$ cat config.mk
export PLATFORM = sky130hd
export DESIGN_NAME = bp_pht_port_ctrl
export DESIGN_NICKNAME = d
export VERILOG_FILES = /design/src/rtl/bp_pht_port_ctrl.sv
export SDC_FILE = /design/constraint.sdc
export NUM_CORES = 1
export LEC_CHECK = 0
export ABC_AREA = 1
export BUFFER_PORTS_ARGS = -buffer_cell sky130_fd_sc_hd__buf_2
export CAP_MARGIN = 30
export CELL_PAD_IN_SITES_DETAIL_PLACEMENT = 0
export CELL_PAD_IN_SITES_GLOBAL_PLACEMENT = 1
export CORE_ASPECT_RATIO = 1.1
export CORE_UTILIZATION = 42
export DETAILED_ROUTE_END_ITERATION = 8
export GPL_TIMING_DRIVEN = 0
export PLACE_DENSITY_LB_ADDON = 0.1
export SLEW_MARGIN = 30
export SYNTH_ARGS = -nofsm -noshare
export SYNTH_HDL_FRONTEND = slang
export SYNTH_SLANG_ARGS = --single-unit
$ cat constraint.sdc
create_clock -name clk -period 2.65 [get_ports clk]
set_input_delay 0.3975 -clock clk [delete_from_list [all_inputs] [get_ports clk]]
set_output_delay 0.3975 -clock clk [all_outputs]
set_load 0.005 [all_outputs]
$ cat src/rtl/bp_pht_port_ctrl.sv
// Pattern-history-table port controller: post-reset init sweep, buffered
// read-modify-write updates, and per-cycle lookup/update arbitration.
module bp_pht_port_ctrl #(
    parameter int IDX_BITS   = 8,
    parameter int CTR_BITS   = 2,
    parameter int FIFO_DEPTH = 4,
    parameter int INIT_VAL   = 1
) (
    input  logic                          clk,
    input  logic                          reset,
    input  logic                          lk_valid,
    input  logic [IDX_BITS-1:0]           lk_idx,
    output logic                          lk_ready,
    output logic                          lk_rvalid,
    output logic [CTR_BITS-1:0]           lk_rdata,
    input  logic                          upd_valid,
    input  logic [IDX_BITS-1:0]           upd_idx,
    input  logic                          upd_taken,
    output logic                          upd_ready,
    output logic                          mem_en,
    output logic                          mem_we,
    output logic [IDX_BITS-1:0]           mem_addr,
    output logic [CTR_BITS-1:0]           mem_wdata,
    input  logic [CTR_BITS-1:0]           mem_rdata,
    output logic                          init_done,
    output logic [$clog2(FIFO_DEPTH):0]   fifo_count
);

    localparam int PTR_W = $clog2(FIFO_DEPTH);
    localparam int CNT_W = PTR_W + 1;

    typedef enum logic [1:0] {
        S_INIT,
        S_IDLE,
        S_UPD_WB
    } state_t;

    state_t               state_q, state_d;
    logic [IDX_BITS-1:0]  sweep_q, sweep_d;
    logic                 init_done_q, init_done_d;
    logic                 lk_rvalid_q;
    logic [CTR_BITS-1:0]  lk_rdata_q;

    logic [IDX_BITS-1:0]  fifo_idx_q [FIFO_DEPTH];
    logic                 fifo_tkn_q [FIFO_DEPTH];
    logic [PTR_W-1:0]     wr_ptr_q, rd_ptr_q;
    logic [CNT_W-1:0]     count_q, count_d;

    logic                 full, empty, push, pop, lk_grant, upd_rdy_c;
    logic                 en_c, we_c;
    logic [IDX_BITS-1:0]  addr_c;
    logic [CTR_BITS-1:0]  wdata_c, new_ctr;
    logic [IDX_BITS-1:0]  head_idx;
    logic                 head_tkn;

    assign full      = (count_q == CNT_W'(FIFO_DEPTH));
    assign empty     = (count_q == '0);
    assign head_idx  = fifo_idx_q[rd_ptr_q];
    assign head_tkn  = fifo_tkn_q[rd_ptr_q];
    assign upd_rdy_c = init_done_q && !full;
    assign push      = upd_valid && upd_rdy_c;

    always_comb begin
        new_ctr = mem_rdata;
        if (head_tkn) begin
            if (mem_rdata != '1) new_ctr = mem_rdata + 1'b1;
        end else begin
            if (mem_rdata != '0) new_ctr = mem_rdata - 1'b1;
        end
    end

    always_comb begin
        state_d     = state_q;
        sweep_d     = sweep_q;
        init_done_d = init_done_q;
        lk_grant    = 1'b0;
        pop         = 1'b0;
        en_c        = 1'b0;
        we_c        = 1'b0;
        addr_c      = '0;
        wdata_c     = '0;
        case (state_q)
            S_INIT: begin
                en_c    = 1'b1;
                we_c    = 1'b1;
                addr_c  = sweep_q;
                wdata_c = CTR_BITS'(INIT_VAL);
                sweep_d = sweep_q + 1'b1;
                if (sweep_q == '1) begin
                    state_d     = S_IDLE;
                    init_done_d = 1'b1;
                end
            end
            S_IDLE: begin
                // Lookups win unless the update queue is full.
                if (lk_valid && !full) begin
                    lk_grant = 1'b1;
                    en_c     = 1'b1;
                    addr_c   = lk_idx;
                end else if (!empty) begin
                    en_c    = 1'b1;
                    addr_c  = head_idx;
                    state_d = S_UPD_WB;
                end
            end
            S_UPD_WB: begin
                en_c    = 1'b1;
                we_c    = 1'b1;
                addr_c  = head_idx;
                wdata_c = new_ctr;
                pop     = 1'b1;
                state_d = S_IDLE;
            end
            default: state_d = S_INIT;
        endcase
    end

    always_comb begin
        count_d = count_q;
        case ({push, pop})
            2'b10:   count_d = count_q + 1'b1;
            2'b01:   count_d = count_q - 1'b1;
            default: count_d = count_q;
        endcase
    end

    always_ff @(posedge clk) begin
        if (reset) begin
            state_q     <= S_INIT;
            sweep_q     <= '0;
            init_done_q <= 1'b0;
            lk_rvalid_q <= 1'b0;
            lk_rdata_q  <= '0;
            wr_ptr_q    <= '0;
            rd_ptr_q    <= '0;
            count_q     <= '0;
        end else begin
            state_q     <= state_d;
            sweep_q     <= sweep_d;
            init_done_q <= init_done_d;
            lk_rvalid_q <= lk_grant;
            if (lk_rvalid_q) lk_rdata_q <= mem_rdata;
            if (push) wr_ptr_q <= wr_ptr_q + 1'b1;
            if (pop)  rd_ptr_q <= rd_ptr_q + 1'b1;
            count_q     <= count_d;
        end
    end

    always_ff @(posedge clk) begin
        if (push) begin
            fifo_idx_q[wr_ptr_q] <= upd_idx;
            fifo_tkn_q[wr_ptr_q] <= upd_taken;
        end
    end

    // Read data is passed straight through in the valid cycle and held afterwards.
    assign lk_rdata   = lk_rvalid_q ? mem_rdata : lk_rdata_q;
    assign lk_rvalid  = lk_rvalid_q;
    assign init_done  = init_done_q;
    assign fifo_count = reset ? '0 : count_q;
    assign lk_ready   = !reset && lk_grant;
    assign upd_ready  = !reset && upd_rdy_c;
    assign mem_en     = !reset && en_c;
    assign mem_we     = !reset && we_c;
    assign mem_addr   = reset ? '0 : addr_c;
    assign mem_wdata  = reset ? '0 : wdata_c;

endmodule

== Word-level counts from Yosys, hierarchy flattened ==
Memories as Yosys holds them, arrays and structs flattened. A register that Yosys moved wholly into a read port is not among the register bits.
Index checks and enable logic that the tools add are counted.
Operators by class
  reductions and logical operators: 16
  equality and inequality tests: 10
  magnitude comparators: 0
  div/mod/pow operators: 0
  muxes and demuxes: 29
  add/subtract/negate cells: 7
  $mul: 0
  bitwise gates (word level): 0
  shift operators: 0
Operators with widths (number)
  $mux 2: 12
  $mux 8: 3
  $pmux 8 s3: 1
  $add 8x1->8 const B: 1
  $eq 8x8->1 const B: 1
  $mux 1: 8
  $ne 2x2->1 const B: 4
  $logic_and 1x1->1: 7
  $add 2x1->2 const B: 3
  $pmux 2 s3: 1
  $pmux 3 s2: 1
  $eq 2x1->1 const B: 2
  $eq 2x2->1 const B: 2
  $pmux 2 s2: 1
  $reduce_bool 2->1: 2
  $add 3x1->3 const B: 1
  $eq 3x3->1 const B: 1
  $logic_not 3->1: 1
  $mux 3: 1
  $reduce_and 3->1: 1
  $sub 3x1->3 const B: 1
  $logic_not 1->1: 2
  $logic_not 2->1: 1
  $pmux 1 s2: 1
  3 further kinds: 3
Word-level totals
  bits in read-only memories: 0
  word-level logic and storage cells: 72
  register bits: 21
  input port bits: 23
  latch bits: 0
  bits in writable memories: 36
  memories kept: 2
  output and inout bits: 21
Memories
  fifo_idx_q: words 4, bits a word 8, rd ports 1, clocked after Yosys merged registers in 1, write ports 1, line 44  | logic [IDX_BITS-1:0] fifo_idx_q [FIFO_DEPTH];
  fifo_tkn_q: words 4, bits a word 1, rd ports 1, clocked after Yosys merged registers in 1, write ports 1, line 45  | logic fifo_tkn_q [FIFO_DEPTH];

== Depth between registers and ports, before layout ==
  word-level depth: 6
  mapped depth: 10
  mapped depth without buffers: 9

== Least setup slack after synthesis ==
No wires, ideal clock.
  path type: flip-flop to flip-flop
  start point: register count_q[0]
  end point: register count_q[2]
  setup time: 0.122 ns
  cell stages (with the launch flop): 11
  clock period less this slack: 2.003 ns
  arrival time: 1.881 ns
  required time: 2.528 ns
  buffers on the path: 1
  setup slack: 0.647 ns
  cell sequence: dfxtp_1 > nor2_1 > nand2_1 > buf_2 > nand3_2 > ha_1 > fa_1 > a21oi_1 > o21ai_0 > o21ai_0 > a21oi_1
On the way
  longest elaborated chain between the ends: 6
  elaborated cells on any way between the ends: 10
  those cells by class: 2 x add/sub; 3 x eq/ne; 1 x mux; 4 x reduce/logical
RTL lines
  start: declaration: line 47  | logic [CNT_W-1:0] count_q, count_d;
  start signal: assignment: line 145  | count_q <= count_d;
  $eq 3x3->1: line 56  | assign full = (count_q == CNT_W'(FIFO_DEPTH));
  $logic_not 1->1: line 60  | assign upd_rdy_c = init_done_q && !full;
  $logic_and 1x1->1: line 60
  $logic_and 1x1->1: line 61  | assign push = upd_valid && upd_rdy_c;
  $eq 2x1->1 / $eq 2x2->1 (equally long branches): line 120  | case ({push, pop})
  $pmux 3 s2 / $reduce_bool 2->1 (equally long branches)
Several ways; a longest one is shown, not always the timed one.
A chain may end at the register's enable or synchronous reset.

== Worst setup path after layout ==
Same ends and word-level chain as after synthesis.

==> results.md <==
* Startpoint class of the critical path: flop
* Worst-skew pair later-pin latency at 0.34 ns
* Grt ovf at 0
* Global-route wire length before repair at 9630 um
* Die Height at 86.1 um
* Total core area at 6190 um2
* TNS Setup at 0 ns
* Main synth FF type: edfxtp_1
* GPL Wtd Cong at 0.816
* DRT Wirelength at 5820 um
* Vias at 2,096
* Max Fanout on Critical Path at 10
* Flops & latches, synth at 59
* Worst Clk Skew at 0.00734 ns
* Area leader, netlist: edfxtp_1
* Area growth from synthesis to layout at 20.6%
* Num CTS Buffers at 9
* Die X at 78.5 um
* Root Driver: clkbuf_8
* Fmax achieved at 427 MHz
* Post-Syn Area at 2700 um2
* Largest net degree at the start of global routing at 13
* Post-synth EDFFs at 36
* Share of layout cells above drive strength 1 at 21.2%
* Vias in the first global route at 1,994
* Pins Over Slew Limit at 0
* Count of cell types in the netlist at 29
* Max IR drop VDD at 0.000404 V
* LEAKAGE at 1.34 nW
* Fin crit period at 2.34 ns
* Die area at 6760 um2
* Top area cells in the synthesized netlist: edfxtp_1, dfxtp_1, nor2_1
* DRC violations left at 0
* Syn_nets at 331
* Diode count at 0
* Final Non-Filler Cells at 438
* Hold_ws at 0.269 ns
* Initial antenna violation count at 0
* Clock Path Buffers at 2
* Clk slew on worst S/H paths at 0.07 ns
* Post-CTS resize count at 0
* Area of the multi-input gates at 1000 um2
* Post-DP HPWL at 4150 um
* Post-DRT Antenna Nets at 0
* Actual slew at the worst max-slew pin at 0.876 ns
* Pwr per Cell Area at 630 nW/um2
* Worst slew margin at 41.4%
* CP arrival at 2.57 ns
* Critical path class: reg2reg
* CP endpoint kind: flop
* Setup Fix Bufs, Post-CTS at 0
* Mapped Avg Cell Area at 8.97 um2
* CTS tree: built
* Placed insts at 422
* Filler cell count at 593
* Total global-route track usage at 19.6%
* Type of the most critical hold path: in2reg
* RSZ-0062 raised after global routing: false
* Max Cap Violations at 0
* Worst EP required at 2.87 ns
* Drt pass-1 iters at 5
* Row Count at 30
* Ys async rst share at 0%
* Starting DRT DRC Count at 97
* H-tree depth at 3
* FF/Latch Area at 1540 um2
* Tcrit/Tclk final at 88.4%
* Post-synth top area share at 40.0%
* Post-CTS Hold Fix Bufs at 0
* Final Hold Vio Count at 0
* Avg WL per Cell at 13.3 um
* Vias/cell at 4.79
* Sequential element share of the synthesized area at 57.1%
* Ys Warns at 0
* Initial Util at 43.6%
* Nets@finish at 383
* Port-buffer cells at 41
* Top-level I/O count at 44
* Run status: completed
* Final setup violation count at 0
* Cells after Synth at 301
* # clock sinks at 59
==> cells in the mapped netlist, drive strengths merged (6+ instances only) <==
cell type	n
nand3	9
buf	7
a21oi	21
inv	29
nand2	54
nand4	9
o21ai	32
edfxtp	36
ha	6
nor2	57
dfxtp	23
==> state kept, by name, indices dropped and copies added, names as in the netlist, named ones only <==
name,cells
wr_ptr_q,2
fifo_tkn_q,4
lk_rvalid,1
init_done,1
state_q,2
lk_rdata_q,2
sweep_q,8
rd_ptr_q,2
fifo_idx_q,32
count_q,3
==> report_power, final <==
| group | switching (mW) | total (mW) | internal (mW) |
|---|---|---|---|
| registers | 0.00368 | 0.979 | 0.975 |
| logic | 0.0379 | 0.0624 | 0.0244 |
| clock network | 0.378 | 1.01 | 0.632 |
| total | 0.419 | 2.05 | 1.63 |
==> final timing paths <==
check	startpoint	cells past startpoint	slack (ns)	end
min	upd_idx[6]	1	0.27	fifo_idx_q[0][6]$_DFFE_PP_
max reg2reg	count_q[0]$_SDFFE_PP0P_	10	0.31	count_q[2]$_SDFFE_PP0P_
min reg2reg	sweep_q[7]$_SDFFE_PP0N_	2	0.47	sweep_q[7]$_SDFFE_PP0N_
max	count_q[0]$_SDFFE_PP0P_	10	0.31	count_q[2]$_SDFFE_PP0P_
==> cells by family (layout without fill, tap and decap cells) <==
| family | after synthesis | count (layout) | share of synthesized area [%] |
|---|---|---|---|
| and+or+nand+nor | 134 | 134 | 21.3 |
| DFF | 59 | 59 | 57.1 |
| AOI/OAI and AO/OA | 57 | 57 | 10.9 |
| buffers and inverters | 40 | 97 | 5.88 |
| adders and majority gates | 7 | 7 | 3.52 |
| xor gates and xnor gates | 4 | 4 | 1.30 |
==> critical path, stage by stage, from the launching register on <==
cell	delay (ns)
dfxtp_1	0.43
nor2_1	0.09
nand2_1	0.08
buf_2	0.24
nand3_2	0.23
ha_1	0.31
fa_1	0.38
a21oi_1	0.14
o21ai_0	0.11
o21ai_0	0.16
a21oi_1	0.05
==> cell usage in the layout (no fill, tap or decap), types with 2 or more instances in the layout <==
master,n
inv_1,25
clkbuf_8,9
bufinv_16,3
nor3_1,2
nor4_1,2
nand2_1,53
inv_2,4
buf_2,48
nand4_1,9
edfxtp_1,36
o21ai_0,31
dfxtp_1,23
nor2_1,53
nand3_1,7
inv_6,2
xor2_1,3
a21oi_1,21
nor2_2,3
clkbuf_1,3
nand3_2,2
ha_1,6
==> cell type report <==
type	count	share of cell area [%]
multi-input combinational	202	30.8
clock buffer	9	3.80
buffer	10	1.42
inverter	30	3.46
clock inverter	7	3.80
sequential	59	47.3
tap	80	3.07
timing repair buffer	41	6.30
==> routing by layer <==
layer  up-vias  routed length [um]  GRT usage, %
li1       1110                   -             -
met1       928                2540          23.6
met2        42                2870          32.1
met3        16                 213          5.64
met4         0                 186          9.43
met5         -                   0             0
==> per-stage QoR <==
step | setup WS [ns] | power, mW | util, % | instance area [um2]
after floorplan | 0.647 | 1.03 | - | 2700
after global placement | 0.395 | 1.06 | 48.5 | 3010
after detailed placement | 0.359 | 1.06 | 48.5 | 3010
after CTS | 0.336 | 2.07 | 52.5 | 3250
after global routing | 0.0396 | 2.13 | 52.6 | 3260
final | 0.307 | 2.05 | 52.6 | 3260
No activity file was read; power rests on OpenSTA's default activity.
